===== config.mk =====
export PLATFORM = sky130hd
export DESIGN_NAME = scan_sequencer_flat
export DESIGN_NICKNAME = d
export VERILOG_FILES = /design/src/rtl/scan_if.sv /design/src/rtl/scan_sequencer.sv /design/src/flat_wrapper.sv
export SDC_FILE = /design/constraint.sdc
export NUM_CORES = 1
export LEC_CHECK = 0
export BUFFER_PORTS_ARGS = -buffer_cell sky130_fd_sc_hd__buf_2
export CORE_MARGIN = 3
export CORE_UTILIZATION = 63
export CTS_CLUSTER_DIAMETER = 60
export DETAILED_ROUTE_END_ITERATION = 10
export GPL_TIMING_DRIVEN = 0
export PLACE_DENSITY = 0.86
export SYNTH_ARGS = -nofsm -noshare
export SYNTH_HDL_FRONTEND = slang
export SYNTH_SLANG_ARGS = --single-unit

===== constraint.sdc =====
create_clock -name clk -period 6.2 [get_ports clk]
set_input_delay 1.55 -clock clk [delete_from_list [all_inputs] [get_ports clk]]
set_output_delay 1.55 -clock clk [all_outputs]
set_load 0.1 [all_outputs]

===== src/rtl/scan_if.sv =====
// Control and channel-select bundle between a scan controller and scan_sequencer.
interface scan_if;
    logic        start;
    logic        stop;
    logic        continuous;
    logic [15:0] mask;
    logic [3:0]  period;
    logic        sel_en_n;
    logic [3:0]  sel;
    logic        busy;
    logic        done;
    logic [7:0]  sweeps;

    modport master (
        output start, stop, continuous, mask, period,
        input  sel_en_n, sel, busy, done, sweeps
    );

    modport slave (
        input  start, stop, continuous, mask, period,
        output sel_en_n, sel, busy, done, sweeps
    );
endinterface


===== src/rtl/scan_sequencer.sv =====
// Sweeps enabled channels of a 16-way active-low decoder with a fixed dwell
// and a one-cycle break-before-make gap between channel changes.
module scan_sequencer (
    input  logic   clk,
    input  logic   reset_n,
    scan_if.slave  bus
);
    localparam int unsigned NCH   = 16;
    localparam int unsigned SEL_W = 4;
    localparam int unsigned CNT_W = 4;
    localparam int unsigned SWP_W = 8;

    typedef enum logic [1:0] {IDLE, DWELL, GAP, FIN} state_e;

    state_e             state_q, state_d;
    logic [SEL_W-1:0]   sel_q, sel_d;
    logic               sel_en_n_q, sel_en_n_d;
    logic               busy_q, busy_d;
    logic               done_q, done_d;
    logic [SWP_W-1:0]   sweeps_q, sweeps_d;
    logic [NCH-1:0]     mask_q, mask_d;
    logic [CNT_W-1:0]   period_q, period_d;
    logic               cont_q, cont_d;
    logic [CNT_W-1:0]   cnt_q, cnt_d;

    // Lowest set bit of m at index >= from; returns {found, index}.
    function automatic logic [SEL_W:0] lowest_from(input logic [NCH-1:0] m,
                                                   input logic [SEL_W:0] from);
        logic             found;
        logic [SEL_W-1:0] idx;
        found = 1'b0;
        idx   = '0;
        for (int i = NCH - 1; i >= 0; i--) begin
            if (m[i] && ((SEL_W+1)'(i) >= from)) begin
                found = 1'b1;
                idx   = SEL_W'(i);
            end
        end
        return {found, idx};
    endfunction

    logic [SEL_W:0] above_c;
    logic [SEL_W:0] first_c;
    logic [SEL_W:0] start_first_c;

    always_comb begin
        above_c       = lowest_from(mask_q, {1'b0, sel_q} + (SEL_W+1)'(1));
        first_c       = lowest_from(mask_q, '0);
        start_first_c = lowest_from(bus.mask, '0);

        state_d    = state_q;
        sel_d      = sel_q;
        sel_en_n_d = sel_en_n_q;
        busy_d     = busy_q;
        done_d     = 1'b0;
        sweeps_d   = sweeps_q;
        mask_d     = mask_q;
        period_d   = period_q;
        cont_d     = cont_q;
        cnt_d      = cnt_q;

        case (state_q)
            IDLE: begin
                sel_en_n_d = 1'b1;
                busy_d     = 1'b0;
                if (bus.start && !bus.stop) begin
                    mask_d   = bus.mask;
                    period_d = bus.period;
                    cont_d   = bus.continuous;
                    sweeps_d = '0;
                    if (bus.mask != '0) begin
                        state_d    = DWELL;
                        sel_d      = start_first_c[SEL_W-1:0];
                        sel_en_n_d = 1'b0;
                        busy_d     = 1'b1;
                        cnt_d      = bus.period;
                    end else begin
                        state_d = FIN;
                        done_d  = 1'b1;
                    end
                end
            end
            DWELL: begin
                if (bus.stop) begin
                    state_d    = IDLE;
                    sel_en_n_d = 1'b1;
                    busy_d     = 1'b0;
                end else if (cnt_q != '0) begin
                    cnt_d = cnt_q - CNT_W'(1);
                end else if (above_c[SEL_W]) begin
                    state_d    = GAP;
                    sel_en_n_d = 1'b1;
                end else begin
                    // Last dwell of the sweep: count it, then wrap or finish.
                    sweeps_d   = (sweeps_q == '1) ? sweeps_q : sweeps_q + SWP_W'(1);
                    sel_en_n_d = 1'b1;
                    if (cont_q) begin
                        state_d = GAP;
                    end else begin
                        state_d = FIN;
                        busy_d  = 1'b0;
                        done_d  = 1'b1;
                    end
                end
            end
            GAP: begin
                if (bus.stop) begin
                    state_d    = IDLE;
                    sel_en_n_d = 1'b1;
                    busy_d     = 1'b0;
                end else begin
                    // No higher channel means this gap is the wrap-around.
                    state_d    = DWELL;
                    sel_d      = above_c[SEL_W] ? above_c[SEL_W-1:0] : first_c[SEL_W-1:0];
                    sel_en_n_d = 1'b0;
                    cnt_d      = period_q;
                end
            end
            FIN: begin
                state_d    = IDLE;
                sel_en_n_d = 1'b1;
                busy_d     = 1'b0;
            end
            default: begin
                state_d    = IDLE;
                sel_en_n_d = 1'b1;
                busy_d     = 1'b0;
            end
        endcase
    end

    always_ff @(posedge clk) begin
        if (!reset_n) begin
            state_q    <= IDLE;
            sel_q      <= '0;
            sel_en_n_q <= 1'b1;
            busy_q     <= 1'b0;
            done_q     <= 1'b0;
            sweeps_q   <= '0;
            mask_q     <= '0;
            period_q   <= '0;
            cont_q     <= 1'b0;
            cnt_q      <= '0;
        end else begin
            state_q    <= state_d;
            sel_q      <= sel_d;
            sel_en_n_q <= sel_en_n_d;
            busy_q     <= busy_d;
            done_q     <= done_d;
            sweeps_q   <= sweeps_d;
            mask_q     <= mask_d;
            period_q   <= period_d;
            cont_q     <= cont_d;
            cnt_q      <= cnt_d;
        end
    end

    assign bus.sel      = sel_q;
    assign bus.sel_en_n = sel_en_n_q;
    assign bus.busy     = busy_q;
    assign bus.done     = done_q;
    assign bus.sweeps   = sweeps_q;
endmodule


===== src/flat_wrapper.sv =====
// flat-port wrapper written by rule: the top's interface ports become plain ports
module scan_sequencer_flat 
  (clk, reset_n, bus_start, bus_stop, bus_continuous, bus_mask, bus_period, bus_sel_en_n, bus_sel, bus_busy, bus_done, bus_sweeps);
  scan_if bus_i ();
  input  logic clk;
  input  logic reset_n;
  input wire logic [$bits(bus_i.start)-1:0] bus_start;
  input wire logic [$bits(bus_i.stop)-1:0] bus_stop;
  input wire logic [$bits(bus_i.continuous)-1:0] bus_continuous;
  input wire logic [$bits(bus_i.mask)-1:0] bus_mask;
  input wire logic [$bits(bus_i.period)-1:0] bus_period;
  output wire logic [$bits(bus_i.sel_en_n)-1:0] bus_sel_en_n;
  output wire logic [$bits(bus_i.sel)-1:0] bus_sel;
  output wire logic [$bits(bus_i.busy)-1:0] bus_busy;
  output wire logic [$bits(bus_i.done)-1:0] bus_done;
  output wire logic [$bits(bus_i.sweeps)-1:0] bus_sweeps;
  assign bus_i.start = bus_start;
  assign bus_i.stop = bus_stop;
  assign bus_i.continuous = bus_continuous;
  assign bus_i.mask = bus_mask;
  assign bus_i.period = bus_period;
  assign bus_sel_en_n = bus_i.sel_en_n;
  assign bus_sel = bus_i.sel;
  assign bus_busy = bus_i.busy;
  assign bus_done = bus_i.done;
  assign bus_sweeps = bus_i.sweeps;
  scan_sequencer u_core (.clk(clk), .reset_n(reset_n), .bus(bus_i));
endmodule

==> results by group <==
Placed design
  – Final GP Congestion: 0.964
  – Port Buf Inserts: 38
  – Placed cells: 557
  – Dpl cell area: 0.00355 mm^2
  – Post-DP HPWL: 6.96 mm

Detailed routing
  – DRC: 0
  – Vias: 3683
  – Wire per inst: 16.2 um
  – First-pass detailed-route iteration total: 5
  – Initial drt markers: around 290
  – Via-per-instance ratio: 6.52
  – Final WL: 9.17 mm
  – Antenna Nets Post-Route: 0

Layout
  – Core Util, Final: 74.5%
  – Fillers: 423
  – Non-filler cells in the finished layout: 565
  – Register area: 841 um^2
  – Antenna diodes: 0
  – Nets: 534
  – Fraction of layout cells with a size suffix above 1: 13.9%
  – Area of the multi-input gates: around 0.0022 mm^2
  – Design Area, Final: 0.00363 mm^2
  – Layout area overhead: 11.0%

Timing
  – Max-slew violations: 0
  – Worst Max-Slew Pin Slew: 1080 ps
  – Final setup TNS: 0 ps
  – RSZ-0062 raised after global routing: no
  – Final worst path period need: 3720 ps
  – # setup viols final: 0
  – Final hold violations: 0
  – Fmax: 269 MHz
  – Tcrit/Tclk final: 60.1%
  – Layout Skew: 12.9 ps
  – Rel. slew slack: 27.8%

Clock tree
  – CTS Hold Buffers Added: 0
  – Worst skew pair latency: 290 ps
  – Clock root cell: clkbuf_8
  – CTS sink count: 42
  – CTS tree: yes
  – CTS clock-pin slew for the worst setup and hold paths: 90 ps
  – H-tree depth: 2
  – Bufs on Longest Clock Path: 2
  – Total CTS buffers: 5
  – # Post-CTS Setup Buffers: 0
  – Post-CTS Resized: 0

Pwr
  – PwrDens: 340 mW/mm^2
  – Leakage: approximately 1.4 nW
  – Peak supply drop: 245 uV

Global route
  – First-pass GRT wire length: 15.3 mm
  – Met3 usage: 5.50%
  – Total GRT Usage: 30.5%
  – Met2 Use GR: 50.9%
  – Busiest layer in global routing: met2
  – Vias in the first global route: 3339
  – M1 GR Usage: just under 40%
  – Initial antenna violation count: 0
  – Gr ovfl total: 0
  – Largest net degree at the start of global routing: 15

Yosys
  – Top cells by area, synth: dfxtp_1, nand2_1, a21oi_1
  – Most frequent cell after synthesis: nand2_1
  – Seq/Total Area, Yosys: between 20% and 30%
  – Syn_nets: 489
  – Post-synthesis adder-cell area fraction: 4.59%
  – Mux cell area share after synthesis: 0.306%
  – Main combinational cell family by area after synthesis: compound AO/OA/AOI/OAI gates
  – Area leader, netlist: dfxtp_1
  – Synth Area in XOR/XNOR: less than 1%
  – Commonest cells in the netlist: nand2_1, a21oi_1, dfxtp_1
  – Synth Flop Type: dfxtp_1
  – Synth Register Bits: 42
  – Number of synthesized flops with an enable pin: 0
  – FFs w/ async S/R, synth: 0%
  – Synth Area in Compound Gates: 31.5%
  – Synth Area in Simple Gates: 29.4%
  – Cells after Synth: 452
  – YS warnings: 0
  – Yosys top cell area share: 25.7%
  – Post-Syn Area per Cell: 7.24 um^2
  – Library cells used by synthesis: 66
  – Post-Syn Area: about 0.0033 mm^2

Die
  – Boundary Pins: 40
  – Core area: around 0.0049 mm^2
  – Rows: 25
  – Die X: 78.1 um
  – Die H: a little under 80 um
  – Initial Util: 67.1%
  – Area of the die: a little over 0.006 mm^2

Setup path
  – Crit-path max FO: 11
  – Crit Path Category: reg -> reg
  – CP Launch Type: register
  – Crit path required time: 6380 ps
  – Crit path capture type: register
  – Crit path DAT: 3910 ps

Worst hold path
  – Worst min-delay path class: reg -> reg

Status
  – Status: completed

Run
  – Max-cap violations: 0
sequential cells by signal, summed over array words and instances, names as in the netlist:
name and count:
u_core.cont_q 1, u_core.bus.sel 4, u_core.bus.sweeps 8, u_core.bus.done 1, u_core.mask_q 16, u_core.state_q 2, u_core.bus.busy 1, u_core.bus.sel_en_n 1
u_core.period_q 4, u_core.cnt_q 4
cell usage in the layout (no fill, tap or decap), types with 6 or more instances in the layout:
cell type / synthesis / layout
nand3_1: 14 / 14
nor2_1: 32 / 32
clkbuf_1: 17 / 17
inv_1: 26 / 26
or4_1: 7 / 7
o21a_1: 6 / 6
nor2b_1: 6 / 6
o21ai_0: 18 / 18
a31oi_1: 6 / 6
ha_1: 12 / 12
o2111ai_1: 7 / 7
nor4_1: 7 / 7
nand2_1: 68 / 68
nor3_1: 6 / 6
a21oi_1: 46 / 46
buf_2: 6 / 44
or3_1: 7 / 7
nand2b_1: 10 / 10
dfxtp_1: 42 / 42
o31ai_1: 7 / 7
worst max-delay path: stages, from the launching register on:
cell and delay (ps):
dfxtp_1 540, buf_2 290, inv_1 90, ha_1 320, buf_2 220, nand2b_1 130
a21oi_1 80, o41ai_1 440, nand2_1 170, or4b_4 600, buf_6 170, buf_2 190
o31ai_1 270, a21oi_1 90
path summary, 6_finish.rpt:
kind,startpoint,endpoint,slack [ps],cells after the start
worst max-delay path,u_core.bus.sel[0],u_core.bus.sweeps[5],2480,13
worst min-delay path,u_core.period_q[0],u_core.period_q[0],460,2
worst max register to register,u_core.bus.sel[0],u_core.bus.sweeps[5],2480,13
worst min register to register,u_core.period_q[0],u_core.period_q[0],460,2
area by class of cell:
type                            instances  area share [%]
Sequential cell                        42            23.1
Buffer                                 29            4.23
Inverter                               26            2.69
Multi-Input combinational cell        355            60.0
Clock buffer                            5            1.89
Timing Repair Buffer                   38            5.23
Clock inverter                          3           0.516
Tap cell                               67            2.31
cell families after synthesis:
kind of cell,count (synthesis)
flip-flops,42
multiplexers,1
XOR/XNOR,3
adder cells (fa/ha/maj),12
AO/OA/AOI/OAI,150
AND/OR/NAND/NOR,189
buffers and inverters,55
metal layers:
layer  wire, um  vias to the layer above
met2       4160                      180
met4        179                        0
met1       4150                     1711
li1           -                     1768
met5          0                        -
met3        685                       24
where the power goes:
part	internal [mW]	total (mW)	leakage (nW)	switching, mW
registers	0.309	0.353	0.342	0.0446
clock network	0.0793	0.176	0.0483	0.0967
logic	0.239	0.708	1.00	0.469
per-stage QoR:
step,hold WS (ps),setup slack [ps],total power [mW]
after global placement,446,2620,1.03
after detailed placement,454,2550,1.05
final,463,2480,1.24
after CTS,466,2520,1.22
after global routing,495,2140,1.32
after floorplan,436,2250,0.890
(Power assumes the default switching activity.)
